--- config.mk ---
export PLATFORM = sky130hd
export DESIGN_NAME = neuron_mac_seq_flat
export DESIGN_NICKNAME = d
export VERILOG_FILES = /design/src/rtl/neuron_mac_seq_pkg.sv /design/src/rtl/neuron_mac_seq_if.sv /design/src/rtl/neuron_mac_seq_sat_acc.sv /design/src/rtl/neuron_mac_seq.sv /design/src/flat_wrapper.sv
export SDC_FILE = /design/constraint.sdc
export NUM_CORES = 1
export LEC_CHECK = 0
export CAP_MARGIN = 20
export CORE_AREA = 2 2 89 113
export CTS_CLUSTER_DIAMETER = 150
export DETAILED_ROUTE_END_ITERATION = 10
export DIE_AREA = 0 0 91 115
export PLACE_DENSITY = 0.87
export RECOVER_POWER = 100
export SLEW_MARGIN = 20
export SYNTH_ARGS = -nofsm -noshare
export SYNTH_HDL_FRONTEND = slang
export SYNTH_SLANG_ARGS = --single-unit
--- constraint.sdc ---
create_clock -name clk -period 9 [get_ports clk]
set_input_delay 2.25 -clock clk [delete_from_list [all_inputs] [get_ports clk]]
set_output_delay 2.25 -clock clk [all_outputs]
set_load 0.005 [all_outputs]
--- src/rtl/neuron_mac_seq_pkg.sv ---
// Shared definitions for the neuron MAC sequencer: datapath width and FSM encodings.
package neuron_mac_seq_pkg;

  localparam int DATA_WIDTH = 32;

  typedef enum logic [1:0] {
    NMS_IDLE  = 2'd0,
    NMS_ISSUE = 2'd1,
    NMS_DRAIN = 2'd2,
    NMS_DONE  = 2'd3
  } nms_state_e;

endpackage

--- src/rtl/neuron_mac_seq_if.sv ---
// Control, buffer-read, multiply-return and result handshake bundle of the MAC sequencer.
interface neuron_mac_seq_if
  import neuron_mac_seq_pkg::*;
#(
  parameter int DW = DATA_WIDTH,
  parameter int AW = 8
);
  logic                 start;
  logic                 abort;
  logic [AW:0]          num_in;
  logic                 busy;
  logic                 rd_en;
  logic [AW-1:0]        rd_addr;
  logic                 df_rdy;
  logic                 mu_rdy;
  logic signed [DW-1:0] mu_out;
  logic signed [DW-1:0] acc_out;
  logic                 acc_vld;
  logic                 acc_ack;
  logic                 ovf;

  modport master (
    output start, abort, num_in, mu_rdy, mu_out, acc_ack,
    input  busy, rd_en, rd_addr, df_rdy, acc_out, acc_vld, ovf
  );

  modport slave (
    input  start, abort, num_in, mu_rdy, mu_out, acc_ack,
    output busy, rd_en, rd_addr, df_rdy, acc_out, acc_vld, ovf
  );
endinterface

--- src/rtl/neuron_mac_seq_sat_acc.sv ---
// Signed saturating accumulator: clear has priority over enable, ovf is sticky until clear.
module neuron_mac_seq_sat_acc #(
  parameter int DW = 32
) (
  input  logic                 clk,
  input  logic                 reset,
  input  logic                 clr,
  input  logic                 en,
  input  logic signed [DW-1:0] din,
  output logic signed [DW-1:0] acc,
  output logic                 ovf
);
  localparam logic signed [DW-1:0] ACC_MAX = {1'b0, {(DW-1){1'b1}}};
  localparam logic signed [DW-1:0] ACC_MIN = {1'b1, {(DW-1){1'b0}}};

  logic signed [DW:0] sum;

  // One guard bit: the two top bits disagree exactly when the sum left the DW range.
  assign sum = {acc[DW-1], acc} + {din[DW-1], din};

  always_ff @(posedge clk or negedge reset) begin
    if (!reset) begin
      acc <= '0;
      ovf <= 1'b0;
    end else if (clr) begin
      acc <= '0;
      ovf <= 1'b0;
    end else if (en) begin
      if (sum[DW] != sum[DW-1]) begin
        acc <= sum[DW] ? ACC_MIN : ACC_MAX;
        ovf <= 1'b1;
      end else begin
        acc <= sum[DW-1:0];
      end
    end
  end
endmodule

--- src/rtl/neuron_mac_seq.sv ---
// Multiply-accumulate pass sequencer: issues N buffer reads, accumulates returned
// products with saturation and presents the sum on a valid/ack handshake.
module neuron_mac_seq
  import neuron_mac_seq_pkg::*;
#(
  parameter int DW     = DATA_WIDTH,
  parameter int AW     = 8,
  parameter int RD_LAT = 1
) (
  input logic             clk,
  input logic             reset,
  neuron_mac_seq_if.slave bus
);
  localparam logic [AW:0]   CNT_ONE  = (AW+1)'(1);
  localparam logic [AW-1:0] ADDR_ONE = AW'(1);

  nms_state_e           state;
  logic [AW:0]          n_lat;
  logic [AW:0]          issue_cnt;
  logic [AW:0]          prod_cnt;
  logic [AW:0]          prod_inc;
  logic                 rd_en_q;
  logic [AW-1:0]        rd_addr_q;
  logic                 acc_vld_q;
  logic [RD_LAT-1:0]    vld_pipe;
  logic                 acc_clr;
  logic                 acc_en;
  logic signed [DW-1:0] acc;
  logic                 acc_ovf;

  assign acc_clr  = (state == NMS_IDLE) && bus.start && !bus.abort;
  assign acc_en   = bus.mu_rdy && !bus.abort &&
                    ((state == NMS_ISSUE) || (state == NMS_DRAIN));
  assign prod_inc = prod_cnt + CNT_ONE;

  always_ff @(posedge clk or negedge reset) begin
    if (!reset) begin
      state     <= NMS_IDLE;
      n_lat     <= '0;
      issue_cnt <= '0;
      prod_cnt  <= '0;
      rd_en_q   <= 1'b0;
      rd_addr_q <= '0;
      acc_vld_q <= 1'b0;
    end else if (bus.abort) begin
      state     <= NMS_IDLE;
      rd_en_q   <= 1'b0;
      acc_vld_q <= 1'b0;
    end else begin
      case (state)
        NMS_IDLE: if (bus.start) begin
          n_lat     <= bus.num_in;
          prod_cnt  <= '0;
          rd_addr_q <= '0;
          if (bus.num_in != '0) begin
            state     <= NMS_ISSUE;
            rd_en_q   <= 1'b1;
            issue_cnt <= CNT_ONE;
          end else begin
            state     <= NMS_DONE;
            issue_cnt <= '0;
          end
        end
        NMS_ISSUE: begin
          if (bus.mu_rdy) prod_cnt <= prod_inc;
          if (issue_cnt == n_lat) begin
            rd_en_q <= 1'b0;
            state   <= NMS_DRAIN;
          end else begin
            issue_cnt <= issue_cnt + CNT_ONE;
            rd_addr_q <= rd_addr_q + ADDR_ONE;
          end
        end
        NMS_DRAIN: if (bus.mu_rdy) begin
          prod_cnt <= prod_inc;
          if (prod_inc >= n_lat) begin
            state     <= NMS_DONE;
            acc_vld_q <= 1'b1;
          end
        end
        NMS_DONE: begin
          // An empty pass enters DONE with valid low and raises it one cycle later.
          acc_vld_q <= 1'b1;
          if (acc_vld_q && bus.acc_ack) begin
            acc_vld_q <= 1'b0;
            state     <= NMS_IDLE;
          end
        end
        default: state <= NMS_IDLE;
      endcase
    end
  end

  // Operand-valid tracks the buffer read latency so mu_reg latches live data.
  always_ff @(posedge clk or negedge reset) begin
    if (!reset) begin
      vld_pipe <= '0;
    end else if (bus.abort) begin
      vld_pipe <= '0;
    end else begin
      vld_pipe[0] <= rd_en_q;
      for (int i = 1; i < RD_LAT; i++) vld_pipe[i] <= vld_pipe[i-1];
    end
  end

  neuron_mac_seq_sat_acc #(.DW(DW)) u_sat_acc (
    .clk   (clk),
    .reset (reset),
    .clr   (acc_clr),
    .en    (acc_en),
    .din   (bus.mu_out),
    .acc   (acc),
    .ovf   (acc_ovf)
  );

  assign bus.busy    = (state != NMS_IDLE);
  assign bus.rd_en   = rd_en_q;
  assign bus.rd_addr = rd_addr_q;
  assign bus.df_rdy  = vld_pipe[RD_LAT-1];
  assign bus.acc_out = acc;
  assign bus.acc_vld = acc_vld_q;
  assign bus.ovf     = acc_ovf;
endmodule

--- src/flat_wrapper.sv ---
// flat-port wrapper written by rule: the top's interface ports become plain ports
module neuron_mac_seq_flat import neuron_mac_seq_pkg::*;
#(
  parameter int DW     = DATA_WIDTH,
  parameter int AW     = 8,
  parameter int RD_LAT = 1
)
  (clk, reset, bus_start, bus_abort, bus_num_in, bus_mu_rdy, bus_mu_out, bus_acc_ack, bus_busy, bus_rd_en, bus_rd_addr, bus_df_rdy, bus_acc_out, bus_acc_vld, bus_ovf);
  neuron_mac_seq_if #(.DW(DW), .AW(AW)) bus_i ();
  input logic clk;
  input logic reset;
  input wire logic [$bits(bus_i.start)-1:0] bus_start;
  input wire logic [$bits(bus_i.abort)-1:0] bus_abort;
  input wire logic [$bits(bus_i.num_in)-1:0] bus_num_in;
  input wire logic [$bits(bus_i.mu_rdy)-1:0] bus_mu_rdy;
  input wire logic [$bits(bus_i.mu_out)-1:0] bus_mu_out;
  input wire logic [$bits(bus_i.acc_ack)-1:0] bus_acc_ack;
  output wire logic [$bits(bus_i.busy)-1:0] bus_busy;
  output wire logic [$bits(bus_i.rd_en)-1:0] bus_rd_en;
  output wire logic [$bits(bus_i.rd_addr)-1:0] bus_rd_addr;
  output wire logic [$bits(bus_i.df_rdy)-1:0] bus_df_rdy;
  output wire logic [$bits(bus_i.acc_out)-1:0] bus_acc_out;
  output wire logic [$bits(bus_i.acc_vld)-1:0] bus_acc_vld;
  output wire logic [$bits(bus_i.ovf)-1:0] bus_ovf;
  assign bus_i.start = bus_start;
  assign bus_i.abort = bus_abort;
  assign bus_i.num_in = bus_num_in;
  assign bus_i.mu_rdy = bus_mu_rdy;
  assign bus_i.mu_out = bus_mu_out;
  assign bus_i.acc_ack = bus_acc_ack;
  assign bus_busy = bus_i.busy;
  assign bus_rd_en = bus_i.rd_en;
  assign bus_rd_addr = bus_i.rd_addr;
  assign bus_df_rdy = bus_i.df_rdy;
  assign bus_acc_out = bus_i.acc_out;
  assign bus_acc_vld = bus_i.acc_vld;
  assign bus_ovf = bus_i.ovf;
  neuron_mac_seq #(.DW(DW), .AW(AW), .RD_LAT(RD_LAT)) u_core (.clk(clk), .reset(reset), .bus(bus_i));
endmodule
Yosys cells after proc, flatten, opt, wreduce, memory -nomap -nowiden
Index checks and enable logic that the tools add are counted.
{ "totals": {"register_bits": 73, "input_bits": 47, "output_inout_bits": 45, "wordCells": 90} }
{ "op_classes": {"add_sub_neg": 4, "magnitude_cmp": 1, "n_eq_ne": 14, "n_mux": 36, "bitwise": 1, "n_reduce_logical": 24} }
{ "op_table": {"columns": ["operator", "n"], "rows": [
  ["32-bit two-way mux", 4],
  ["9-bit two-way mux", 4],
  ["9-bit one-hot mux with 2 select lines", 2],
  ["32-bit by 32-bit adder with 33-bit output", 1],
  ["9-bit by 1-bit adder with 9-bit output (second input constant)", 2],
  ["8-bit two-way mux", 2],
  ["8-bit one-hot mux with 2 select lines", 1],
  ["3-bit inequality test (second input constant)", 5],
  ["2-bit two-way mux", 7],
  ["1-bit two-way mux", 13],
  ["4-bit AND reduction", 3],
  ["2-bit nonzero test", 5],
  ["9-bit equality test", 1],
  ["9-bit greater-or-equal comparator", 1],
  ["9-bit nonzero test", 1],
  ["8-bit by 1-bit adder with 8-bit output (second input constant)", 1],
  ["2-bit one-hot mux with 4 select lines", 1],
  ["3-bit AND reduction", 2],
  ["3-bit nonzero test", 2],
  ["1-bit logical AND", 5],
  ["5-bit AND reduction", 1],
  ["2-bit equality test (second input constant)", 2],
  ["2-bit inequality test (second input constant)", 2],
  ["1-bit one-hot mux with 2 select lines", 2],
  ["other kinds (10)", 10]
]} }

Longest topological paths before layout
{ "depth": {"ltp_word": 6, "ltp_mapped": 13, "depth_no_buf": 12} }

Modules after synthesis
From an unflattened synthesis, not the netlist that was laid out.
{ "hier_totals": {"cells_unflattened": 643, "area_unflattened_um2": 5661.7} }
{ "modules_own_cells": {"columns": ["mod", "n_inst", "cells_each", "area_each_um2", "seq_area_each_um2"], "rows": [
  ["neuron_mac_seq_sat_acc", 1, 393, 3319.4, 825.8],
  ["neuron_mac_seq", 1, 250, 2342.2, 1001.0]
]} }

Least setup slack after synthesis
No wires, ideal clock.
{ "synth_timing": {"path_type": "in2reg", "startpoint": "input bus_mu_out[0]", "endpoint": "register u_core.u_sat_acc.acc[30]", "setup_time_ps": 126, "t_arrival_ps": 5127, "required_ps": 8874, "slack_ps": 3747, "path_stages": 13, "path_buffers": 1, "path_cell_list": "ha_1 > fa_1 > a211o_1 > a2111oi_4 > o21ai_2 > a31o_4 > a31oi_4 > o21ai_2 > a211o_1 > mux2_2 > nand3_2 > buf_4 > o21ai_1"} }
{ "synth_between": {"elab_chain_len": 5, "elab_cells_between_ends": 6, "classes_between": "add/sub: 1; eq/ne: 1; mux: 4"} }
{ "synth_lines": {"columns": ["element", "line", "rtl"], "rows": [
  ["start, declared", "flat_wrapper.sv:16", "input wire logic [$bits(bus_i.mu_out)-1:0] bus_mu_out;"],
  ["32-bit by 32-bit adder with 33-bit output (*)", "neuron_mac_seq_sat_acc.sv:19", "assign sum = {acc[DW-1], acc} + {din[DW-1], din};"],
  ["32-bit two-way mux / 1-bit inequality test (equally long branches)", "neuron_mac_seq_sat_acc.sv:30, neuron_mac_seq_sat_acc.sv:29", null],
  ["32-bit two-way mux (*)", "neuron_mac_seq_sat_acc.sv:29", "if (sum[DW] != sum[DW-1]) begin"],
  ["32-bit two-way mux (*)", "neuron_mac_seq_sat_acc.sv:28", "end else if (en) begin"],
  ["32-bit two-way mux (*)", "neuron_mac_seq_sat_acc.sv:25", "end else if (clr) begin"],
  ["end signal, assigned", "neuron_mac_seq_sat_acc.sv:30", "acc <= sum[DW] ? ACC_MIN : ACC_MAX;"],
  ["end signal, assigned", "neuron_mac_seq_sat_acc.sv:33", "acc <= sum[DW-1:0];"],
  ["end, declared", "neuron_mac_seq_sat_acc.sv:10", "output logic signed [DW-1:0] acc,"]
]} }
Mark *: on every way between the ends. The rest lies on a longest branch, timed or not. The select of a mux whose other input is x is not followed.
A chain may end at the register's enable or synchronous reset.

Final worst setup path
{ "layout_timing": {"startpoint": "input bus_mu_out[0]", "endpoint": "register u_core.u_sat_acc.acc[4]"} }
Same word-level chain as after synthesis.

==> run metrics <==
outcome=finished with violations; failing checks=max-capacitance violations, max-slew violations; Gate power share=~54%; Yosys cell types=57; syn_nets=between 700 and 800; Syn Inst Count=621; final hold slack=503 ps; gp weighted congestion=0.909; Post-synth EDFFs=0; TritonCTS clock tree=built; Worst setup SP type=primary input; Filler cells=751; WHS Endpoint=u_core.u_sat_acc.ovf$_DFFE_PN0P_; core area=9410 um2; n_diodes=0; drt first-iter violations=328; # DRC=0; fin crit share=80.0%; Post-DP HPWL=10,400 um; Setup CP Type=in2reg; Post-DRT Antenna Nets=0; post-CTS sizing=0; Static Leakage=3.23 nW; crit-path max FO=17; CP endpoint kind=flop; clock buffer depth=2; TritonCTS Buffers=9; largest net degree at the start of global routing=74; number of global-route vias before repair=5,070; Crit-path slowest cell=clkbuf_1; start point of the worst hold path=u_core.u_sat_acc.ovf$_DFFE_PN0P_; Reg clk slew, reported paths=roughly 60 ps; CTS sink count=73; crit-path max cell delay=a little under 800 ps; worst min path class=reg2reg; relative slew slack=-165%; synthesized flop and latch total=73; CP delay by family, top=compound AO/OA/AOI/OAI gates; unrepaired setup endpoints after global routing=no; placed insts=820; antenna violations before repair=0; Pre-antenna DRT Iters=5; CTS root buf=clkbuf_16; final hold violations=0; layout cells sized above 1=3.94%; Psw=between 0.8 and 0.9 mW; Initial Utilization=56.6%; Vias=5,088; setup bufs post-CTS=0; crit path time final=7200 ps; hold depth=2; max_cap viols=1; Top Ports=92; Die ar.=10,500 um2; worst reg2reg setup slack=3720 ps; post-layout instance area=around 6600 um2; overall die width=91 um; Crit path top cell by count=o21ai_2; asr flop ratio synth=100%; worst r2r src=u_core.u_sat_acc.acc[0]$_DFFE_PN0P_; worst vdd ir=between 200 and 250 uV; I/O Buffers=91; Internal=1.16 mW; first-pass GRT wire length=23,600 um; CP required=9220 ps; final slew viol count=74; reg2reg path depth=13; Critical Path, Cell by Cell=clkdlybuf4s50_1, ha_1, fa_1, a211o_1, a2111oi_0, o21ai_2, a31o_1, a31oi_1, o21ai_2, a221oi_4, xnor2_1, clkbuf_1, nor2_1, o21ai_0; Remaining Overflow, GRT=0; clock share of power=19.6%; switch share=42.4%; synth-to-layout area growth=23.4%; P per Cell Area=306 nW/um2; row cnt=40; Worst Tran Pin Value=3970 ps; clk_skew=10.1 ps; Seq/Total Area, Yosys=between 30% and 40%; f_max=0.139 GHz; fin cells=836; placed cell area=6320 um2; worst path bufs/invs=2; WL/cell=17.1 um; H-tree level count=3; setup violators final=0; Critical R2R Capture=u_core.u_sat_acc.acc[4]$_DFFE_PN0P_; syn avg cell area=8.58 um2; Cell Area, Synth=5330 um2; Syn. warnings=0; Worst Path Arrival=7420 ps; Die Height=115 um; dominant synthesized flop cell=dfrtp_1; All-Layer GR Usage=27.8%; aggregate negative setup slack=0 ps; nets=801; routed wire length=14,300 um; drt via density=6.09; sequential power share=about a quarter; Clock Latency Late Sink=340 ps; hold buffer count at cts=0
==> registers in the layout, summed over array words and instances, names as in the netlist <==
name and count:
u_core.u_sat_acc.acc 32, u_core.issue_cnt 9, u_core.n_lat 9, u_core.prod_cnt 9
u_core.bus.rd_addr 8, u_core.state 2, u_core.bus.acc_vld 1, u_core.bus.df_rdy 1
u_core.bus.rd_en 1, u_core.u_sat_acc.ovf 1
==> cell usage after synthesis, types with 8 or more instances <==
master	count	area share, %
o21ai_1	31	2.9
nand4_1	8	0.94
clkbuf_1	15	1.1
a31oi_1	8	0.94
inv_1	32	2.3
nand2_1	78	5.5
xnor2_1	26	4.3
nor2_1	69	4.9
a21oi_1	34	3.2
xor2_1	25	4.1
ha_1	48	11
dfrtp_1	73	34
nand3_1	16	1.5
nor3_1	8	0.75
o21ai_0	34	3.2
a21o_1	17	2.4
and3_1	11	1.3
==> cell usage in the layout, fill, tap and decap left out, types with 9 or more instances in the layout <==
cell type,n
ha_1,48
xor2_1,25
clkdlybuf4s50_1,42
nand2_1,78
xnor2_1,27
o21ai_0,60
nor2_1,68
a31oi_1,9
dlygate4sd3_1,48
and3_1,11
dfrtp_1,73
clkbuf_16,9
inv_1,32
a21oi_1,34
nand3_1,17
a21o_1,17
==> cells by family after synthesis <==
family	after synthesis	synth area share, %
multiplexers	4	0.822
adder cells (fa/ha/maj)	49	11.6
buffers and inverters	53	4.13
XOR/XNOR	52	8.69
AND/OR/NAND/NOR	210	17.4
AO/OA/AOI/OAI	180	23.0
flip-flops	73	34.3
==> through the flow <==
stage               total power, mW  util, %  setup WS, ps
finish                         2.01     69.9          1800
global route                   2.16     69.9          1510
CTS                            2.06     70.6          3080
detailed placement             1.67     67.1          2750
global placement               1.61     67.1          2820
floorplan                      1.30        -          3750
==> power groups by stage <==
stage	Combinational (mW)	Clock, mW	Sequential, mW
global placement	1.08	0	0.532
floorplan	0.776	0	0.520
global route	1.20	0.409	0.547
CTS	1.14	0.392	0.533
detailed placement	1.13	0	0.538
finish	1.09	0.395	0.532
==> how the worst max path moves through the flow <==
stage                  startpoint                                   end  slack, ps  cells past startpoint
global placement    bus_mu_out[0]   u_core.u_sat_acc.acc[0]$_DFFE_PN0P_       2820                     13
global route        bus_mu_out[0]  u_core.u_sat_acc.acc[10]$_DFFE_PN0P_       1510                     14
CTS                 bus_mu_out[0]   u_core.u_sat_acc.acc[4]$_DFFE_PN0P_       3080                     14
finish              bus_mu_out[0]   u_core.u_sat_acc.acc[4]$_DFFE_PN0P_       1800                     14
floorplan           bus_mu_out[0]  u_core.u_sat_acc.acc[30]$_DFFE_PN0P_       3750                     13
detailed placement  bus_mu_out[0]  u_core.u_sat_acc.acc[30]$_DFFE_PN0P_       2750                     14
==> routing by layer <==
metal	up-vias	part of all wire (%)	GRT usage, %
met3	61	6.8	5.64
met5	-	0	0
met1	2407	38	30.3
met4	0	4.2	14.9
li1	2371	-	-
met2	249	51	50.7
==> worst reg2reg max path: cells and delay by family, from the launching register on <==
kind | cells | cell delay, ps
AOI/OAI and AO/OA | 8 | 2590
xor gates and xnor gates | 1 | 600
adders and majority gates | 2 | 710
buffers and inverters | 1 | 790
DFF | 1 | 390
and+or+nand+nor | 1 | 110
==> layout make-up <==
| type | instances | area [um2] | area share (%) |
|---|---|---|---|
| multi-input cells | 495 | 3230 | 49.1 |
| clock buffers | 11 | 243 | 3.69 |
| repair buffers | 94 | 921 | 14.0 |
| inverters | 32 | 120 | 1.83 |
| well taps | 126 | 158 | 2.40 |
| flip-flops and latches | 73 | 1830 | 27.8 |
| clock inverters | 5 | 78.8 | 1.20 |
(Power assumes the default switching activity.)
